==> config.mk <==
export PLATFORM = sky130hd
export DESIGN_NAME = vga_scanout_flat
export DESIGN_NICKNAME = d
export VERILOG_FILES = /design/src/rtl/vga_pkg.sv /design/src/rtl/vga_scanout_if.sv /design/src/rtl/vga_timing.sv /design/src/rtl/vga_scanout.sv /design/src/flat_wrapper.sv
export SDC_FILE = /design/constraint.sdc
export NUM_CORES = 1
export LEC_CHECK = 0
export CORE_UTILIZATION = 30
export CTS_CLUSTER_DIAMETER = 60
export DETAILED_ROUTE_END_ITERATION = 6
export GPL_ROUTABILITY_DRIVEN = 0
export PLACE_DENSITY_LB_ADDON = 0.25
export SETUP_SLACK_MARGIN = 0.05
export SLEW_MARGIN = 40
export SYNTH_ARGS = -nofsm -noshare
export SYNTH_HDL_FRONTEND = slang
export SYNTH_HIERARCHICAL = 1
export SYNTH_SLANG_ARGS = --single-unit
==> constraint.sdc <==
create_clock -name clock -period 2.9 [get_ports clock]
set_input_delay 0.725 -clock clock [delete_from_list [all_inputs] [get_ports clock]]
set_output_delay 0.725 -clock clock [all_outputs]
set_load 0.02 [all_outputs]
==> src/rtl/vga_pkg.sv <==
// VGA 640x480@60 timing constants, VRAM widths and the
// control bundle carried alongside each pixel.
package vga_pkg;

  localparam int H_VIS  = 640;
  localparam int H_FP   = 16;
  localparam int H_SYNC = 96;
  localparam int H_BP   = 48;
  localparam int H_TOT  = H_VIS + H_FP + H_SYNC + H_BP;

  localparam int V_VIS  = 480;
  localparam int V_FP   = 10;
  localparam int V_SYNC = 2;
  localparam int V_BP   = 33;
  localparam int V_TOT  = V_VIS + V_FP + V_SYNC + V_BP;

  localparam int VRAM_AW = 18;
  localparam int VRAM_DW = 16;

  typedef struct packed {
    logic hs;
    logic vs;
    logic vis;
    logic img;
    logic fs;
  } vga_ctl_t;

  // Idle bundle: syncs deasserted, nothing visible.
  localparam vga_ctl_t CTL_IDLE = '{
    hs: 1'b1, vs: 1'b1, vis: 1'b0, img: 1'b0, fs: 1'b0
  };

  function automatic logic [23:0] rgb565_to_888(
    input logic [15:0] w
  );
    return {w[15:11], w[15:13],
            w[10:5],  w[10:9],
            w[4:0],   w[4:2]};
  endfunction

endpackage

==> src/rtl/vga_scanout_if.sv <==
// VRAM port-B bundle between the scanout reader
// (master) and the dual-port VRAM (slave).
interface vga_scanout_if;
  import vga_pkg::*;

  logic [VRAM_AW-1:0] vram_addr;
  logic [VRAM_DW-1:0] vram_q;
  logic               vram_we;
  logic [VRAM_DW-1:0] vram_data;

  modport master (
    output vram_addr,
    output vram_we,
    output vram_data,
    input  vram_q
  );

  modport slave (
    input  vram_addr,
    input  vram_we,
    input  vram_data,
    output vram_q
  );

endinterface

==> src/rtl/vga_timing.sv <==
// Pixel-clock divider plus 800x525 raster counters and
// the raw sync/visible/frame flags of the current pixel.
module vga_timing
  import vga_pkg::*;
#(
  parameter int CLK_DIV = 2
) (
  input  logic       clock,
  input  logic       reset_n,
  output logic       pix_tick_o,
  output logic [9:0] h_cnt_o,
  output logic [9:0] v_cnt_o,
  output logic       hs_o,
  output logic       vs_o,
  output logic       vis_o,
  output logic       fs_o,
  output logic       frame_end_o
);

  localparam int DW = (CLK_DIV > 1) ? $clog2(CLK_DIV) : 1;

  localparam logic [DW-1:0] DIV_LAST = DW'(CLK_DIV - 1);
  localparam logic [9:0] H_LAST = 10'(H_TOT - 1);
  localparam logic [9:0] V_LAST = 10'(V_TOT - 1);
  localparam logic [9:0] HS_B = 10'(H_VIS + H_FP);
  localparam logic [9:0] HS_E = 10'(H_VIS + H_FP + H_SYNC);
  localparam logic [9:0] VS_B = 10'(V_VIS + V_FP);
  localparam logic [9:0] VS_E = 10'(V_VIS + V_FP + V_SYNC);

  logic [DW-1:0] div_q, div_d;
  logic [9:0]    h_q, h_d;
  logic [9:0]    v_q, v_d;
  logic          tick;

  assign tick = (div_q == DIV_LAST);

  always_comb begin
    div_d = tick ? '0 : div_q + DW'(1);
    h_d   = h_q;
    v_d   = v_q;
    if (tick) begin
      if (h_q == H_LAST) begin
        h_d = '0;
        v_d = (v_q == V_LAST) ? '0 : v_q + 10'd1;
      end else begin
        h_d = h_q + 10'd1;
      end
    end
  end

  always_ff @(posedge clock) begin
    if (!reset_n) begin
      div_q <= '0;
      h_q   <= '0;
      v_q   <= '0;
    end else begin
      div_q <= div_d;
      h_q   <= h_d;
      v_q   <= v_d;
    end
  end

  assign pix_tick_o  = tick;
  assign h_cnt_o     = h_q;
  assign v_cnt_o     = v_q;
  assign hs_o        = !((h_q >= HS_B) && (h_q < HS_E));
  assign vs_o        = !((v_q >= VS_B) && (v_q < VS_E));
  assign vis_o       = (h_q < 10'(H_VIS)) &&
                       (v_q < 10'(V_VIS));
  assign fs_o        = (h_q == '0) && (v_q == '0);
  assign frame_end_o = (h_q == H_LAST) && (v_q == V_LAST);

endmodule

==> src/rtl/vga_scanout.sv <==
// VGA 640x480@60 scanout: linear VRAM port-B reader,
// 2-tick pixel pipeline and RGB565 -> RGB888 expansion.
module vga_scanout
  import vga_pkg::*;
#(
  parameter int                 CLK_DIV   = 2,
  parameter int                 IMG_W     = 480,
  parameter int                 IMG_H     = 479,
  parameter logic [VRAM_AW-1:0] BASE_ADDR = '0
) (
  input  logic          clock,
  input  logic          reset_n,
  input  logic          enable,
  vga_scanout_if.master vram,
  output logic          hsync,
  output logic          vsync,
  output logic [7:0]    red,
  output logic [7:0]    green,
  output logic [7:0]    blue,
  output logic          active,
  output logic          frame_start
);

  logic       pix_tick;
  logic [9:0] h_cnt;
  logic [9:0] v_cnt;
  logic       hs_raw;
  logic       vs_raw;
  logic       vis_raw;
  logic       fs_raw;
  logic       frame_end;
  logic       in_img;

  vga_timing #(
    .CLK_DIV (CLK_DIV)
  ) u_timing (
    .clock       (clock),
    .reset_n     (reset_n),
    .pix_tick_o  (pix_tick),
    .h_cnt_o     (h_cnt),
    .v_cnt_o     (v_cnt),
    .hs_o        (hs_raw),
    .vs_o        (vs_raw),
    .vis_o       (vis_raw),
    .fs_o        (fs_raw),
    .frame_end_o (frame_end)
  );

  assign in_img = (h_cnt < 10'(IMG_W)) &&
                  (v_cnt < 10'(IMG_H));

  vga_ctl_t s0_ctl;
  vga_ctl_t s1_q, s1_d;

  logic [VRAM_AW-1:0] addr_q, addr_d;
  logic [VRAM_DW-1:0] word_q, word_d;
  logic               hsync_q, hsync_d;
  logic               vsync_q, vsync_d;
  logic               active_q, active_d;
  logic               fs_q, fs_d;
  logic [23:0]        rgb_q, rgb_d;

  assign s0_ctl = '{
    hs: hs_raw, vs: vs_raw, vis: vis_raw,
    img: in_img, fs: fs_raw
  };

  always_comb begin
    addr_d   = addr_q;
    s1_d     = s1_q;
    word_d   = word_q;
    hsync_d  = hsync_q;
    vsync_d  = vsync_q;
    active_d = active_q;
    rgb_d    = rgb_q;
    fs_d     = 1'b0;
    if (pix_tick) begin
      // Frame wrap wins over the in-image increment.
      if (frame_end) begin
        addr_d = BASE_ADDR;
      end else if (in_img) begin
        addr_d = addr_q + VRAM_AW'(1);
      end
      s1_d     = s0_ctl;
      word_d   = vram.vram_q;
      hsync_d  = s1_q.hs;
      vsync_d  = s1_q.vs;
      active_d = s1_q.vis;
      rgb_d    = (s1_q.img && enable) ?
                 rgb565_to_888(word_q) : '0;
      fs_d     = s1_q.fs;
    end
  end

  always_ff @(posedge clock) begin
    if (!reset_n) begin
      addr_q   <= BASE_ADDR;
      s1_q     <= CTL_IDLE;
      word_q   <= '0;
      hsync_q  <= 1'b1;
      vsync_q  <= 1'b1;
      active_q <= 1'b0;
      rgb_q    <= '0;
      fs_q     <= 1'b0;
    end else begin
      addr_q   <= addr_d;
      s1_q     <= s1_d;
      word_q   <= word_d;
      hsync_q  <= hsync_d;
      vsync_q  <= vsync_d;
      active_q <= active_d;
      rgb_q    <= rgb_d;
      fs_q     <= fs_d;
    end
  end

  assign vram.vram_addr = addr_q;
  assign vram.vram_we   = 1'b0;
  assign vram.vram_data = '0;

  assign hsync       = hsync_q;
  assign vsync       = vsync_q;
  assign active      = active_q;
  assign red         = rgb_q[23:16];
  assign green       = rgb_q[15:8];
  assign blue        = rgb_q[7:0];
  assign frame_start = fs_q;

endmodule

==> src/flat_wrapper.sv <==
// flat-port wrapper written by rule: the top's interface ports become plain ports
module vga_scanout_flat import vga_pkg::*;
#(
  parameter int                 CLK_DIV   = 2,
  parameter int                 IMG_W     = 480,
  parameter int                 IMG_H     = 479,
  parameter logic [VRAM_AW-1:0] BASE_ADDR = '0
)
  (clock, reset_n, enable, hsync, vsync, red, green, blue, active, frame_start, vram_vram_addr, vram_vram_we, vram_vram_data, vram_vram_q);
  vga_scanout_if vram_i ();
  input  logic clock;
  input  logic reset_n;
  input  logic enable;
  output logic hsync;
  output logic vsync;
  output logic [7:0] red;
  output logic [7:0] green;
  output logic [7:0] blue;
  output logic active;
  output logic frame_start;
  output wire logic [$bits(vram_i.vram_addr)-1:0] vram_vram_addr;
  output wire logic [$bits(vram_i.vram_we)-1:0] vram_vram_we;
  output wire logic [$bits(vram_i.vram_data)-1:0] vram_vram_data;
  input wire logic [$bits(vram_i.vram_q)-1:0] vram_vram_q;
  assign vram_vram_addr = vram_i.vram_addr;
  assign vram_vram_we = vram_i.vram_we;
  assign vram_vram_data = vram_i.vram_data;
  assign vram_i.vram_q = vram_vram_q;
  vga_scanout #(.CLK_DIV(CLK_DIV), .IMG_W(IMG_W), .IMG_H(IMG_H), .BASE_ADDR(BASE_ADDR)) u_core (.clock(clock), .reset_n(reset_n), .enable(enable), .vram(vram_i), .hsync(hsync), .vsync(vsync), .red(red), .green(green), .blue(blue), .active(active), .frame_start(frame_start));
endmodule
; ---- Yosys cells after proc, flatten, opt, wreduce, memory -nomap -nowiden
; Cells that the tools add are included.
[totals]
out_inout_bits = 63
input_bits = 19
regBits = 88
[classes]
eq_ne = 2
n_bitwise = 1
n_reduce_logical = 16
mux = 5
order_cmp = 8
addsub = 4
[op_table]
columns = cell, count
row1 = "10-bit by 9-bit < comparator with 1-bit output, second input constant", 4
row2 = 18-bit 2-to-1 mux, 2
row3 = 24-bit 2-to-1 mux, 1
row4 = "10-bit by 1-bit adder with 10-bit output, second input constant", 2
row5 = "10-bit equality test, second input constant", 2
row6 = 10-bit logical NOT, 2
row7 = "10-bit < comparator, second input constant", 2
row8 = 10-bit 2-to-1 mux, 2
row9 = "18-bit by 1-bit adder with 18-bit output, second input constant", 1
row10 = "10-bit >= comparator, second input constant", 1
row11 = "10-bit by 9-bit >= comparator with 1-bit output, second input constant", 1
row12 = 1-bit logical AND, 7
row13 = 2-bit AND reduction, 3
row14 = 1-bit logical NOT, 2
row15 = 2-bit nonzero test, 1
row16 = 2-bit OR reduction, 1
row17 = "1-bit adder, second input constant", 1
row18 = 1-bit NOT, 1

; ---- Longest topological paths before layout
[depth]
ltp_word = 4
depth_mapped = 11
ltp_nobuf = 10

; ---- Cells and area by module
; The synthesis kept the hierarchy.
[modules_own_cells]
columns = module, n_inst, area_each_um2, cells_per_inst
row1 = vga_scanout, 1, 2822.7, 310
row2 = vga_timing, 1, 1157.4, 133

; ---- Worst setup path before layout
; Ideal clock, no wire load.
[synth_timing]
path_kind = reg-to-reg
startpoint = reg u_core.u_timing.h_q[5] (netlist: u_core/u_timing/h_cnt_o[5])
endpoint = reg u_core.addr_q[5] (netlist: u_core/vram.vram_addr[5])
n_path_buf = 2
stages_incl_launch_ff = 11
setup_ps = 116
t_required_ps = 2784
arrival_ps = 2228
setup_slack_ps = 556
path_cell_list = dfxtp_1 or2_1 clkbuf_1 or3_2 nor2_1 nand2b_1 clkbuf_1 nand2b_1 nand2_1 a21oi_1 a31o_2
[synth_via]
elab_chain_len = 4
[synth_lines]
columns = element, line
row1 = start: declaration, vga_timing.sv:31  ; logic [9:0] h_q, h_d;
row2 = start signal: assignment, vga_timing.sv:54  ; h_q <= '0;
row3 = start signal: assignment, vga_timing.sv:58  ; h_q <= h_d;
row4 = 10-bit equality test (*), vga_timing.sv:71  ; assign frame_end_o = (h_q == H_LAST) && (v_q == V_LAST);
row5 = 1-bit logical AND (*), vga_timing.sv:71
row6 = via u_core.frame_end, vga_scanout.sv:31  ; logic frame_end;
row7 = 2-bit nonzero test (no line), n/a
row8 = 2-bit AND reduction (no line), n/a
row9 = end signal: assignment, vga_scanout.sv:106  ; addr_q <= addr_d;
row10 = end: declaration, vga_scanout.sv:55  ; logic [VRAM_AW-1:0] addr_q, addr_d;
; Mark *: on every way through the listed nets, which the timed path passes. The rest lies on a longest branch.
; A chain may end at the register's enable or synchronous reset.

; ---- Worst setup path in the final report
; Ends and elaborated chain as after synthesis.

==> reports/metrics.csv <==
metric,value,unit
arrival,2.77,ns
power_leakage,1.87,nW
synth_cells,443,
max_stage_delay,0.53,ns
ys_types,57,
synth-edff-count,0,
ios,82,
hp-class,flop to flop,
die_area,13700,sq um
synth_top_flop_cell,dfxtp_1,
cp_num_buf_inv,0,
cts_htree_levels,3,
setup-violations-final,0,
hold_viol_final,0,
hpwl,5980,microns
wire_per_inst,13.0,microns
pwr-share-clk,49.1,%
path_max_fanout,8,
grt_max_degree,56,
max_freq,394,MHz
post_cts_buffers,0,
cts_root_buf,clkbuf_16,
place_area,4670,sq um
final_common_cell,dfxtp_1,
crit_type,flop to flop,
final_max_slew_viol_count,0,
routed_via_density,4.73,
ys_seq_elements,80,
drt_wl_total,8770,microns
io_buffer_count,64,
power_frac_comb,7.5,%
antenna_cells,0,
num_vias,3181,
cts_sinks,80,
yosys.area.top_type,dfxtp_1,
critPathLaunchType,flop,
cts_buffers,9,
fin_ws,0.360,ns
hold-path-cell-count,2,
cp.depth,8,
rsz0062_at_grt,no,
antenna_found_initial,0,
worstHoldStart,u_core/s1_q[3]$_SDFFE_PN1P_,
grt_pass1_vias,2930,
clkTransAtPathRegs,0.06,ns
hold_slack,0.472,ns
intPower,2.06,mW
ys_warn_count,6,
clockBufferDepth,2,
period_minus_slack,2.54,ns
fin_skew,0.00624,ns
final_nets,521,
final_util,39.2,%
synth_top_area_share,40.2,%
ir_worst_vdd,0.287,mV
grt.total_usage,13.6,%
initial_utilization,31.2,%
critical-path-slowest-cell,or3_2,
p_sw_share,22.3,%
drive_above_1_share,7.58,%
slew_headroom,55.3,%
die_x,117,microns
core,12800,sq um
first_iter_violations,212,
drtAntennaViolNets,0,
async_flop_share,0,%
drc,0,
cts_tree,built,
status,finished clean,
rows,41,
p_total,2.65,mW
synthToLayoutAreaGrowth,25.9,%
syn_area_per_cell,8.98,sq um
dp.cells,657,
end_kind,flop,
fp.dieH,117,microns
drt_pass1_iterations,5,
clock_latency,0.33,ns
yosysSeqAreaShare,40.2,%
r2r_slack,0.36,ns
finalSetupTns,0,ns
fin_area,5010,sq um
cpMostUsedCell,nand2b_1,
post-route-period-util,87.6,%
pre_cts_ws,0.394,ns
crit_chain,or2_1 -> or3_2 -> nor2_1 -> nand2b_1 -> nand2b_1 -> nand2_1 -> a21oi_1 -> a31o_2,
syn_area,3980,sq um
p_per_area,528,nW/um^2
drv_cap,0,
r2r-start,u_core/u_timing/h_cnt_o[5]$_SDFFE_PN0P_,
fin_cells,673,
grt.overflow.total,0,
power_frac_seq,43.4,%
critPathTopFamily,simple AND/OR/NAND/NOR gates,
tightest_slew,0.664,ns
min_to,u_core/vsync$_SDFFE_PN1P_,
r2r-end,u_core/vram.vram_addr[5]$_SDFFE_PN0P_,
holdBufCountCts,0,
grt_pass1_wl,14500,microns
final_cell_mix,"dfxtp_1 (79), clkdlybuf4s50_1 (64), nor2b_1 (54)",
cts_resized,0,
r2r_cells,8,
power_switching,0.590,mW
crit_required,3.13,ns
ys_top_cells_by_area,"dfxtp_1 (40%), nor2b_1 (8.5%), mux2i_1 (6.3%)",
## power groups by stage
stage | clock, mW | combinational [mW] | sequential (mW)
final | 1.30 | 0.197 | 1.15
after detailed placement | 0 | 0.198 | 1.17
after global placement | 0 | 0.197 | 1.17
after floorplan | 0 | 0.143 | 1.17
after global routing | 1.38 | 0.219 | 1.15
after CTS | 1.34 | 0.198 | 1.15
## state kept, by name, indices dropped and copies added, names as in the netlist
register / cells
u_core/active: 1
u_core/rgb_q: 16
u_core/u_timing/pix_tick_o: 1
u_core/vram.vram_addr: 18
u_core/word_q: 16
u_core/u_timing/h_cnt_o: 10
u_core/frame_start: 1
u_core/u_timing/v_cnt_o: 10
u_core/vsync: 1
u_core/s1_q: 5
u_core/hsync: 1
## layout make-up
cell class,instances,area [sq um]
inverters,6,22.5
clock inverters,7,120
clock buffers,9,225
fillers,1251,7760
well taps,172,215
multi-input cells,328,2130
flip-flops and latches,80,1600
repair buffers,71,693
## cell usage after synthesis (2+ instances only)
cell / count
or3_1: 2
ha_1: 6
nand2b_1: 9
mux2i_1: 25
buf_6: 2
nand4bb_1: 2
o22ai_1: 2
xor2_1: 6
nand2_1: 33
nor4_1: 8
nand3_1: 21
nor2b_1: 54
nand4_1: 10
clkbuf_1: 16
inv_1: 6
nor3_1: 8
and2_1: 5
a21boi_0: 4
or2_1: 2
a21oi_1: 24
and3_1: 10
nor2_1: 22
dfxtp_1: 80
or4_1: 3
and4_1: 2
nand3b_1: 2
nand4b_4: 2
a32oi_1: 3
nor3b_1: 2
o211ai_1: 3
buf_4: 26
xnor2_1: 10
o21ai_0: 9
## worst register-to-register path: cells and delay by family, from the launching register on
family	cells	cell delay (ns)
compound gates	2	0.26
flops	1	0.36
simple gates	6	1.82
## worst max-delay path by stage
stage                                                  startpoint                               endpoint  slack [ns]
after floorplan           u_core/u_timing/h_cnt_o[5]$_SDFFE_PN0P_  u_core/vram.vram_addr[5]$_SDFFE_PN0P_        0.56
after global placement    u_core/u_timing/h_cnt_o[5]$_SDFFE_PN0P_  u_core/vram.vram_addr[5]$_SDFFE_PN0P_        0.45
after detailed placement  u_core/u_timing/h_cnt_o[5]$_SDFFE_PN0P_  u_core/vram.vram_addr[5]$_SDFFE_PN0P_        0.39
after CTS                 u_core/u_timing/h_cnt_o[5]$_SDFFE_PN0P_  u_core/vram.vram_addr[5]$_SDFFE_PN0P_        0.38
after global routing      u_core/u_timing/h_cnt_o[1]$_SDFFE_PN0P_  u_core/vram.vram_addr[5]$_SDFFE_PN0P_        0.12
final                     u_core/u_timing/h_cnt_o[5]$_SDFFE_PN0P_  u_core/vram.vram_addr[5]$_SDFFE_PN0P_        0.36
## metal layers
metal	part of all wire (%)	track usage, %	vias to the layer above
met5	0	0	-
met4	1.6	5.32	0
met3	4.2	3.40	11
met2	46	21.8	82
met1	48	17.5	1478
li1	-	-	1610
## logic make-up after synthesis
logic type | after synthesis | synth area share (%)
and+or+nand+nor | 209 | 31.2
DFF | 80 | 40.2
AOI/OAI and AO/OA | 55 | 9.05
buffers and inverters | 51 | 7.67
muxes | 25 | 6.29
xor gates and xnor gates | 16 | 3.52
adders and majority gates | 6 | 1.89
other | 1 | 0.0942
(Power assumes the default switching activity.)
